`src/rtl/lcd_spi_rx_if.sv`:
```
// Output side of the LCD SPI receiver: received word, valid/ready handshake
// and the two error pulses.
interface lcd_spi_rx_if #(
    parameter int unsigned DATA_WIDTH = 8
);

    logic [DATA_WIDTH-1:0] data_o;
    logic                  valid_o;
    logic                  ready_i;
    logic                  overrun_o;
    logic                  frame_err_o;

    // Receiver side: produces words and error pulses, observes ready.
    modport master (
        output data_o,
        output valid_o,
        output overrun_o,
        output frame_err_o,
        input  ready_i
    );

    // Consumer side: observes words and error pulses, drives ready.
    modport slave (
        input  data_o,
        input  valid_o,
        input  overrun_o,
        input  frame_err_o,
        output ready_i
    );

endinterface

```
`src/rtl/lcd_spi_rx.sv`:
```
// LCD SPI receive deserialiser. There is no chip select: words are framed
// by counting serial clock rising edges, and an idle timeout drops a
// partial word so the link resynchronises. Completed words land in a
// one-entry holding register that is drained through a valid/ready handshake.
module lcd_spi_rx #(
    parameter int unsigned DATA_WIDTH   = 8,
    parameter int unsigned SYNC_STAGES  = 2,
    parameter int unsigned IDLE_TIMEOUT = 16
) (
    input  logic          clock,
    input  logic          reset,
    input  logic          spi_clk_i,
    input  logic          spi_dat_i,
    lcd_spi_rx_if.master  rx
);

    localparam int unsigned CntW  = (DATA_WIDTH > 1) ? $clog2(DATA_WIDTH) : 1;
    localparam int unsigned IdleW = $clog2(IDLE_TIMEOUT + 1);

    localparam logic [CntW-1:0]  LastBit  = CntW'(DATA_WIDTH - 1);
    localparam logic [IdleW-1:0] IdleLast = IdleW'(IDLE_TIMEOUT - 1);

    // Framing state is implied by the bit counter: zero means between words.
    typedef enum logic {
        StIdle,
        StShift
    } state_e;

    // Synchronisers; both lines see the same delay so data stays aligned
    // with the clock edge it belongs to.
    logic [SYNC_STAGES-1:0] clk_sync_q;
    logic [SYNC_STAGES-1:0] dat_sync_q;
    logic                   sclk_d_q;

    logic                   sclk_s;
    logic                   dat_s;
    logic                   rise;

    logic [DATA_WIDTH-1:0]  shift_q,     shift_d;
    logic [CntW-1:0]        bit_cnt_q,   bit_cnt_d;
    logic [IdleW-1:0]       idle_cnt_q,  idle_cnt_d;
    logic [DATA_WIDTH-1:0]  data_q,      data_d;
    logic                   valid_q,     valid_d;
    logic                   overrun_q,   overrun_d;
    logic                   frame_err_q, frame_err_d;

    state_e                 state;
    logic                   word_done;
    logic [DATA_WIDTH-1:0]  word;

    assign sclk_s = clk_sync_q[SYNC_STAGES-1];
    assign dat_s  = dat_sync_q[SYNC_STAGES-1];
    assign rise   = sclk_s & ~sclk_d_q;

    assign state     = (bit_cnt_q == '0) ? StIdle : StShift;
    assign word_done = rise && (bit_cnt_q == LastBit);
    assign word      = {shift_q[DATA_WIDTH-2:0], dat_s};

    // Input synchronisers and the delayed clock used for edge detection.
    always_ff @(posedge clock) begin
        if (reset) begin
            clk_sync_q <= '0;
            dat_sync_q <= '0;
            sclk_d_q   <= 1'b0;
        end else begin
            clk_sync_q <= {clk_sync_q[SYNC_STAGES-2:0], spi_clk_i};
            dat_sync_q <= {dat_sync_q[SYNC_STAGES-2:0], spi_dat_i};
            sclk_d_q   <= sclk_s;
        end
    end

    // Deserialiser, idle timer, holding register and error pulse state.
    always_ff @(posedge clock) begin
        if (reset) begin
            shift_q     <= '0;
            bit_cnt_q   <= '0;
            idle_cnt_q  <= '0;
            data_q      <= '0;
            valid_q     <= 1'b0;
            overrun_q   <= 1'b0;
            frame_err_q <= 1'b0;
        end else begin
            shift_q     <= shift_d;
            bit_cnt_q   <= bit_cnt_d;
            idle_cnt_q  <= idle_cnt_d;
            data_q      <= data_d;
            valid_q     <= valid_d;
            overrun_q   <= overrun_d;
            frame_err_q <= frame_err_d;
        end
    end

    // Framing: shift on each rise, count bits, and abort a stalled word.
    always_comb begin
        shift_d     = shift_q;
        bit_cnt_d   = bit_cnt_q;
        idle_cnt_d  = idle_cnt_q;
        frame_err_d = 1'b0;

        unique case (state)
            StIdle: begin
                idle_cnt_d = '0;
                if (rise) begin
                    shift_d   = word;
                    bit_cnt_d = (bit_cnt_q == LastBit) ? '0 : CntW'(bit_cnt_q + 1'b1);
                end
            end
            StShift: begin
                if (rise) begin
                    // A rise on the timeout cycle wins: the bit is kept.
                    shift_d    = word;
                    idle_cnt_d = '0;
                    bit_cnt_d  = (bit_cnt_q == LastBit) ? '0 : CntW'(bit_cnt_q + 1'b1);
                end else if (!sclk_s) begin
                    if (idle_cnt_q == IdleLast) begin
                        bit_cnt_d   = '0;
                        idle_cnt_d  = '0;
                        frame_err_d = 1'b1;
                    end else begin
                        // The abort above resets the count, so this never wraps.
                        idle_cnt_d = IdleW'(idle_cnt_q + 1'b1);
                    end
                end
            end
            default: begin
                bit_cnt_d = '0;
            end
        endcase
    end

    // Holding register: accept, replace on same-cycle drain, or drop.
    always_comb begin
        data_d    = data_q;
        valid_d   = valid_q;
        overrun_d = 1'b0;

        if (word_done) begin
            if (!valid_q || rx.ready_i) begin
                data_d  = word;
                valid_d = 1'b1;
            end else begin
                overrun_d = 1'b1;
            end
        end else if (valid_q && rx.ready_i) begin
            valid_d = 1'b0;
        end
    end

    assign rx.data_o      = data_q;
    assign rx.valid_o     = valid_q;
    assign rx.overrun_o   = overrun_q;
    assign rx.frame_err_o = frame_err_q;

endmodule

```
`src/flat_wrapper.sv`:
```
// flat-port wrapper written by rule: the top's interface ports become plain ports
module lcd_spi_rx_flat 
#(
    parameter int unsigned DATA_WIDTH   = 8,
    parameter int unsigned SYNC_STAGES  = 2,
    parameter int unsigned IDLE_TIMEOUT = 16
)
  (clock, reset, spi_clk_i, spi_dat_i, rx_data_o, rx_valid_o, rx_overrun_o, rx_frame_err_o, rx_ready_i);
  lcd_spi_rx_if #(.DATA_WIDTH(DATA_WIDTH)) rx_i ();
  input  logic clock;
  input  logic reset;
  input  logic spi_clk_i;
  input  logic spi_dat_i;
  output wire logic [$bits(rx_i.data_o)-1:0] rx_data_o;
  output wire logic [$bits(rx_i.valid_o)-1:0] rx_valid_o;
  output wire logic [$bits(rx_i.overrun_o)-1:0] rx_overrun_o;
  output wire logic [$bits(rx_i.frame_err_o)-1:0] rx_frame_err_o;
  input wire logic [$bits(rx_i.ready_i)-1:0] rx_ready_i;
  assign rx_data_o = rx_i.data_o;
  assign rx_valid_o = rx_i.valid_o;
  assign rx_overrun_o = rx_i.overrun_o;
  assign rx_frame_err_o = rx_i.frame_err_o;
  assign rx_i.ready_i = rx_ready_i;
  lcd_spi_rx #(.DATA_WIDTH(DATA_WIDTH), .SYNC_STAGES(SYNC_STAGES), .IDLE_TIMEOUT(IDLE_TIMEOUT)) u_core (.clock(clock), .reset(reset), .spi_clk_i(spi_clk_i), .spi_dat_i(spi_dat_i), .rx(rx_i));
endmodule
```
`config.mk`:
```
export PLATFORM = sky130hd
export DESIGN_NAME = lcd_spi_rx_flat
export DESIGN_NICKNAME = d
export VERILOG_FILES = /design/src/rtl/lcd_spi_rx_if.sv /design/src/rtl/lcd_spi_rx.sv /design/src/flat_wrapper.sv
export SDC_FILE = /design/constraint.sdc
export NUM_CORES = 1
export LEC_CHECK = 0
export ABC_CLOCK_PERIOD_IN_PS = 3450
export CORE_ASPECT_RATIO = 1.4
export CORE_MARGIN = 3
export CORE_UTILIZATION = 30
export DETAILED_ROUTE_END_ITERATION = 10
export SLEW_MARGIN = 20
export SYNTH_ARGS = -nofsm -noshare
export SYNTH_HDL_FRONTEND = slang
export SYNTH_SLANG_ARGS = --single-unit
export TNS_END_PERCENT = 30
```
`constraint.sdc`:
```
create_clock -name clock -period 3.45 [get_ports clock]
set_clock_uncertainty 0.2 [all_clocks]
set_input_delay 0.345 -clock clock [delete_from_list [all_inputs] [get_ports clock]]
set_output_delay 0.345 -clock clock [all_outputs]
set_load 0.02 [all_outputs]
```
# [After elaboration in Yosys (flattened, before gate mapping)]
# Cells that the tools add are included.
[totals] reg_bits=31 latchBits=0 ram_bits=0 romBits=0 n_memories=0
[op_classes] n_addsub=2 multipliers=0 n_div=0 magnitude_cmp=0 eq_ne=6 shifts=0 mux=17 bitwise=3 reduce_logical=11
[ops] op="2-to-1 mux 3 bit" count=5
[ops] op="2-to-1 mux 5 bit" count=3
[ops] op="case mux 5 bit (2 select lines)" count=1
[ops] op="2-to-1 mux 7 bit" count=1
[ops] op="2-to-1 mux 1 bit" count=6
[ops] op="case mux 3 bit (2 select lines)" count=1
[ops] op="adder 5 x 1 -> 5 bit (second input constant)" count=1
[ops] op="== test 5 x 4 -> 1 bit (second input constant)" count=1
[ops] op="AND reduction 2 bit" count=2
[ops] op="OR reduction 4 bit" count=1
[ops] op="adder 3 x 1 -> 3 bit (second input constant)" count=1
[ops] op="== test 3 bit (second input constant)" count=1
[ops] op="zero test 3 bit" count=1
[ops] op="inequality test 3 x 2 -> 1 bit (second input constant)" count=1
[ops] op="inequality test 3 bit (second input constant)" count=1
[ops] op="AND reduction 3 bit" count=1
[ops] op="logical AND 1 bit" count=2
[ops] op="inequality test 2 x 1 -> 1 bit (second input constant)" count=1
[ops] op="inequality test 2 bit (second input constant)" count=1
[ops] op="NOT 1 bit" count=2
[ops] op="nonzero test 2 bit" count=1
[ops] op="OR reduction 2 bit" count=1
[ops] op="AND 1 bit" count=1
[ops] op="zero test 1 bit" count=1
[ops] op="logical OR 1 bit" count=1

# [Longest topological paths before layout]
[depth] word_depth=5 ltp_mapped=6

# [Worst setup path before layout]
# Ideal clock, no wire load.
[synth_path] path_type="reg-to-reg" start="register u_core.bit_cnt_q[0]" end="register u_core.bit_cnt_q[0]" arrival_ns=1.321 required_ns=3.122 setup_slack_ns=1.801 stages_incl_launch_ff=7 path_buffers=0 path_cell_list="dfxtp_1 -> inv_1 -> ha_1 -> and2b_2 -> or3_1 -> a31oi_1 -> nor2_1"
[synth_via] elab_chain_len=4 word_cells_on_any_way=12 classes_between="add/sub: 1; eq/ne: 4; mux: 5; reduce/logical: 2"
[synth_rtl] element="from (decl)" line_no="lcd_spi_rx.sv:40" rtl="logic [CntW-1:0] bit_cnt_q, bit_cnt_d;"
[synth_rtl] element="from (signal assigned)" line_no="lcd_spi_rx.sv:84" rtl="bit_cnt_q <= bit_cnt_d;"
[synth_rtl] element="adder 3 x 1 -> 3 bit (tied with other cells)" line_no="lcd_spi_rx.sv:105, lcd_spi_rx.sv:113"
[synth_rtl] element="2-to-1 mux 3 bit / 2-to-1 mux 1 bit (equally long branches)" line_no="lcd_spi_rx.sv:105, lcd_spi_rx.sv:113, lcd_spi_rx.sv:55"
[synth_rtl] element="2-to-1 mux 3 bit (tied with other cells)" line_no="lcd_spi_rx.sv:109" rtl="if (rise) begin"
[synth_rtl] element="case mux 3 bit (2 select lines) / AND reduction 3 bit (equally long branches)"
# Several ways; a longest one is shown, not always the timed one. The select of a mux whose other input is x is not followed.
# A chain may end at the register's enable or synchronous reset.

# [Worst setup path in the final report]
[layout_path] start="register u_core.clk_sync_q[1]" end="register u_core.data_q[2] (netlist: u_core.rx.data_o[2])"
[layout_via] elab_chain_len=3
[layout_rtl] element="from (decl)" line_no="lcd_spi_rx.sv:31" rtl="logic [SYNC_STAGES-1:0] clk_sync_q;"
[layout_rtl] element="from (signal assigned)" line_no="lcd_spi_rx.sv:66" rtl="clk_sync_q <= {clk_sync_q[SYNC_STAGES-2:0], spi_clk_i};"
[layout_rtl] element="AND 1 bit" line_no="lcd_spi_rx.sv:53" rtl="assign rise = sclk_s & ~sclk_d_q;"
[layout_rtl] element="logical AND 1 bit" line_no="lcd_spi_rx.sv:56" rtl="assign word_done = rise && (bit_cnt_q == LastBit);"
[layout_rtl] element="AND reduction 2 bit (no source line)"
[layout_rtl] element="to (signal assigned)" line_no="lcd_spi_rx.sv:86" rtl="data_q <= data_d;"
[layout_rtl] element="to (decl)" line_no="lcd_spi_rx.sv:42" rtl="logic [DATA_WIDTH-1:0] data_q, data_d;"
# No other way between the ends.

==> results <==
- The count of buffers inserted at the top-level ports is 15.
- The initial antenna violation count came to 0.
- The number of hold buffers added after cts is 0.
- The worst setup path is of the reg -> reg kind.
- The share of total power dissipated in the clock network is 0.406.
- After global routing the overflow that remains totals 0.
- The beginning of the worst register-to-register path is u_core.clk_sync_q[1]$_SDFF_PP0_.
- Entering global routing, the biggest net connects 29 pins.
- The register share of total power is 0.561.
- The clock sink count is 31.
- Before antenna repair, the detailed router went through 4 iterations.
- The number of buffers inserted during clock tree synthesis is 5.
- Using the TritonRoute via totals, the vias-per-cell ratio works out to about 4.7.
- At the end of the flow, the number of nets in the layout was roughly 150.
- Dividing the detail-routed wire length by the instance count gives 11.21 microns.
- The net switching fraction of the power is 0.2115.
- The clock tree root buffer cell is sky130_fd_sc_hd__clkbuf_8.
- The count of endpoints failing hold in the final timing report is 0.
- The via count of the first global-routing pass is 805.
- Setup violations remaining at the end of the flow were counted as 0.
- The top cell types in the final layout, fill and taps aside, are sky130_fd_sc_hd__dfxtp_1, sky130_fd_sc_hd__nand2_1, sky130_fd_sc_hd__nor2_1.
- From synthesis to final layout, the design area changed by 22.20%.
- The worst register-to-register path ends at u_core.rx.data_o[2]$_SDFFE_PP0P_.
- The sort of element at the end of the critical path is a flip-flop.
- The path type of the worst min-delay path is reg -> reg.
- The number of pins with negative max-slew slack in the final report is 0.
- For the final routed database, the setup TNS stands at 0 ns.
- The overall global routing resource usage is 0.1083.
- The area inside the core boundary is about 0.0037 sq mm.
- The switching power total is 0.0001374 W.
- The final worst hold slack is 0.2379 ns.
- The number of levels in the clock H-tree is 2.
- The clock tree buffer depth is 2.
- In the synthesized netlist the dominant register cell turns out to be sky130_fd_sc_hd__dfxtp_1.
- Following the worst setup path forward leads to its endpoint at u_core.rx.data_o[2]$_SDFFE_PP0P_.
- Leaving out fill and tap cells, the most frequent cell in the layout is sky130_fd_sc_hd__dfxtp_1.
- In this run the cell area measured after placement is 0.001351 sq mm.
- Derived from the worst setup path, the maximum achievable clock frequency is a little over 500 MHz.
- The TritonCTS clock tree is built.
- Summing every instance area after synthesis gives 0.001172 sq mm.
- Counting the fill cells in the layout gives 403.
- In this run, distinct cell masters in the synthesized netlist total 28.
- The post-synth net total is 135.
- Once layout is done, the placed cells without fillers occupy 0.001433 sq mm.
- The share of flip-flops with an asynchronous set or reset is 0.
- The startpoint of the most critical setup path is u_core.clk_sync_q[1]$_SDFF_PP0_.
- The fraction of synthesized cell area taken by the top area cell type is 0.5293.
- The congestion estimate from routability-driven global placement came to 0.6914.
- Data on the critical path arrives at its endpoint at 1.92 ns.
- In the routed design, unresolved DRC markers number 0.
- Buffers added to address setup during post-CTS repair amount to 0.
- The count of boundary I/O pins is 16.
- The flow ran to the end, and the final reports show no timing, DRC or antenna violations.
- In this run, synthesis produced a sequential element count of 31.
- The proportion of power drawn by combinational gates is 0.033.
- The later pin in the worst-skew pair is clocked with a latency of 0.28 ns.
- By area the synthesized netlist is led by sky130_fd_sc_hd__dfxtp_1, sky130_fd_sc_hd__mux2i_1, sky130_fd_sc_hd__nand2_1.
- The post-synthesis cell type with the largest combined area is sky130_fd_sc_hd__dfxtp_1.
- The final clock period utilization by the worst path is 0.5692.
- The required time at the worst-slack endpoint is 3.41 ns.
- The tool flagged a number of max-cap violations equal to 0.
- At the pin with the least slew margin, the transition time is roughly 0.44 ns.
- Setup repair after global routing left no endpoint under its margin.
- The routed layout has 883 vias.
- The critical path startpoint category is a flip-flop.
- The cell-internal power is between 0.0005 and 0.0006 W.
- The initialized floorplan defines 26 standard-cell rows.
- In this run the vertical extent of the chip is approximately 80 microns.
- The detailed router's first-iteration violation count is 27.
- The final critical-path setup slack is approximately 1.5 ns.
- The mean area per synthesized cell is a little over 9 sq um.
- The total inserted antenna cells is 0.
- For the worst flop-to-flop path, the logic depth is 4.
- The synthesized design contains 0 enable-type register cells.
- The effective utilization at floorplan is 0.3161.
- Power spread over the standard cell area amounts to between 400 and 500 mW/mm^2.
- The portion of the post-synthesis area used by sequential elements is 0.5293.
- The routed design has about 2100 microns of wire.
- Of the cells placed in the final design, the portion with a size suffix greater than 1 is 0.06944.
- Of all nets on the critical path, the largest fanout is 12.
- VDD sags by at most 0.2368 mV.
- The area of the die is around 0.0047 sq mm.
- During synthesis, Yosys emitted a total of 0 warnings.
- In this run the tightest slew margin relative to its limit is 0.7075.
- The final design utilization is 0.3863.
- The cell count after synthesis came out at about 130.
- The residual antenna-violating net count after detailed routing is 0.
- Post-CTS repair changed the size of 0 cells.
- Across all register-to-register paths, the minimum setup slack is ~1.5 ns.
- The clock transition time at the flip-flop clock pins of the worst setup and hold paths is 0.06 ns.
- The standby leakage power is ~0.5 nW.
- The first global-routing pass estimated ~3700 microns of wire.
- OpenSTA, run right after detailed placement, puts the worst setup slack at between 1 and 1.5 ns.
- The clock period minus final worst setup slack is about 2.0 ns.
- The overall die width is ~60 microns.
- After legalization and detailed placement, the total HPWL measured 1514 microns.
## stage by stage
step	total power [W]	cells
after CTS	0.0006633	186
after floorplan	0.0003863	126
after global placement	0.0003937	178
final	0.0006498	186
after global routing	0.0006874	186
after detailed placement	0.0003941	178
## logic make-up after synthesis
kind of cell	after synthesis	synth area share
AND/OR/NAND/NOR	56	0.2337
flip-flops	31	0.5294
AO/OA/AOI/OAI	17	0.08218
buffers and inverters	9	0.03628
multiplexers	8	0.06831
adder cells (fa/ha/maj)	4	0.04269
XOR/XNOR	1	0.007472
## cell type report
cell class | count | area, sq um | area share
clock buffer | 7 | 76.32 | 0.05328
sequential | 31 | 620.6 | 0.4332
timing repair buffer | 16 | 157.7 | 0.1100
inverter | 3 | 11.26 | 0.007860
clock inverter | 1 | 5.005 | 0.003493
multi-input combinational | 86 | 509.2 | 0.3555
tap | 42 | 52.55 | 0.03668
## power groups by stage
stage / Clock, W / Combinational (W) / Sequential, W
after floorplan: 0 / 0.0000145 / 0.000372
after global placement: 0 / 0.0000213 / 0.000372
after detailed placement: 0 / 0.0000216 / 0.000373
after CTS: 0.000277 / 0.0000216 / 0.000365
after global routing: 0.000298 / 0.0000244 / 0.000365
final: 0.000264 / 0.0000214 / 0.000365
## worst min-delay path by stage
stage / start / endpoint / cells past startpoint / slack [ns]
3_3_place_gp: u_core.dat_sync_q[0]$_SDFF_PP0_ / u_core.dat_sync_q[1]$_SDFF_PP0_ / 1 / 0.22
3_5_place_dp: u_core.clk_sync_q[0]$_SDFF_PP0_ / u_core.clk_sync_q[1]$_SDFF_PP0_ / 1 / 0.23
4_1_cts: u_core.dat_sync_q[0]$_SDFF_PP0_ / u_core.dat_sync_q[1]$_SDFF_PP0_ / 1 / 0.25
2_1_floorplan: u_core.clk_sync_q[0]$_SDFF_PP0_ / u_core.clk_sync_q[1]$_SDFF_PP0_ / 1 / 0.21
5_1_grt: u_core.clk_sync_q[0]$_SDFF_PP0_ / u_core.clk_sync_q[1]$_SDFF_PP0_ / 1 / 0.25
6_report: u_core.dat_sync_q[0]$_SDFF_PP0_ / u_core.dat_sync_q[1]$_SDFF_PP0_ / 1 / 0.24
## cells in the mapped netlist (2+ instances only)
cell type	instances
sky130_fd_sc_hd__a21oi_1	11
sky130_fd_sc_hd__a31oi_1	2
sky130_fd_sc_hd__clkbuf_1	3
sky130_fd_sc_hd__dfxtp_1	31
sky130_fd_sc_hd__ha_1	4
sky130_fd_sc_hd__inv_1	3
sky130_fd_sc_hd__mux2i_1	8
sky130_fd_sc_hd__nand2_1	20
sky130_fd_sc_hd__nand2b_1	3
sky130_fd_sc_hd__nor2_1	16
sky130_fd_sc_hd__nor2b_1	5
sky130_fd_sc_hd__nor3_1	3
sky130_fd_sc_hd__or3_1	2
## state kept, by name, summed over array words and instances (netlist names)
register	flops
u_core.rx.overrun_o	1
u_core.dat_sync_q	2
u_core.rx.data_o	8
u_core.clk_sync_q	2
u_core.shift_q	7
u_core.bit_cnt_q	3
u_core.rx.valid_o	1
u_core.idle_cnt_q	5
u_core.rx.frame_err_o	1
u_core.sclk_d_q	1
## layer usage
layer / vias up / global-route usage / part of all wire
li1: 451 / - / -
met1: 411 / 0.1192 / 0.41
met2: 14 / 0.1659 / 0.52
met3: 7 / 0.05340 / 0.047
met4: 0 / 0.06122 / 0.023
met5: - / 0 / 0
## critical path, cell delays in order (launching register included)
cell,delay (ns)
sky130_fd_sc_hd__dfxtp_1,0.46
sky130_fd_sc_hd__and2b_1,0.39
sky130_fd_sc_hd__and3_1,0.50
sky130_fd_sc_hd__mux2i_1,0.24
sky130_fd_sc_hd__nor2_1,0.06
(Power assumes the default switching activity.)
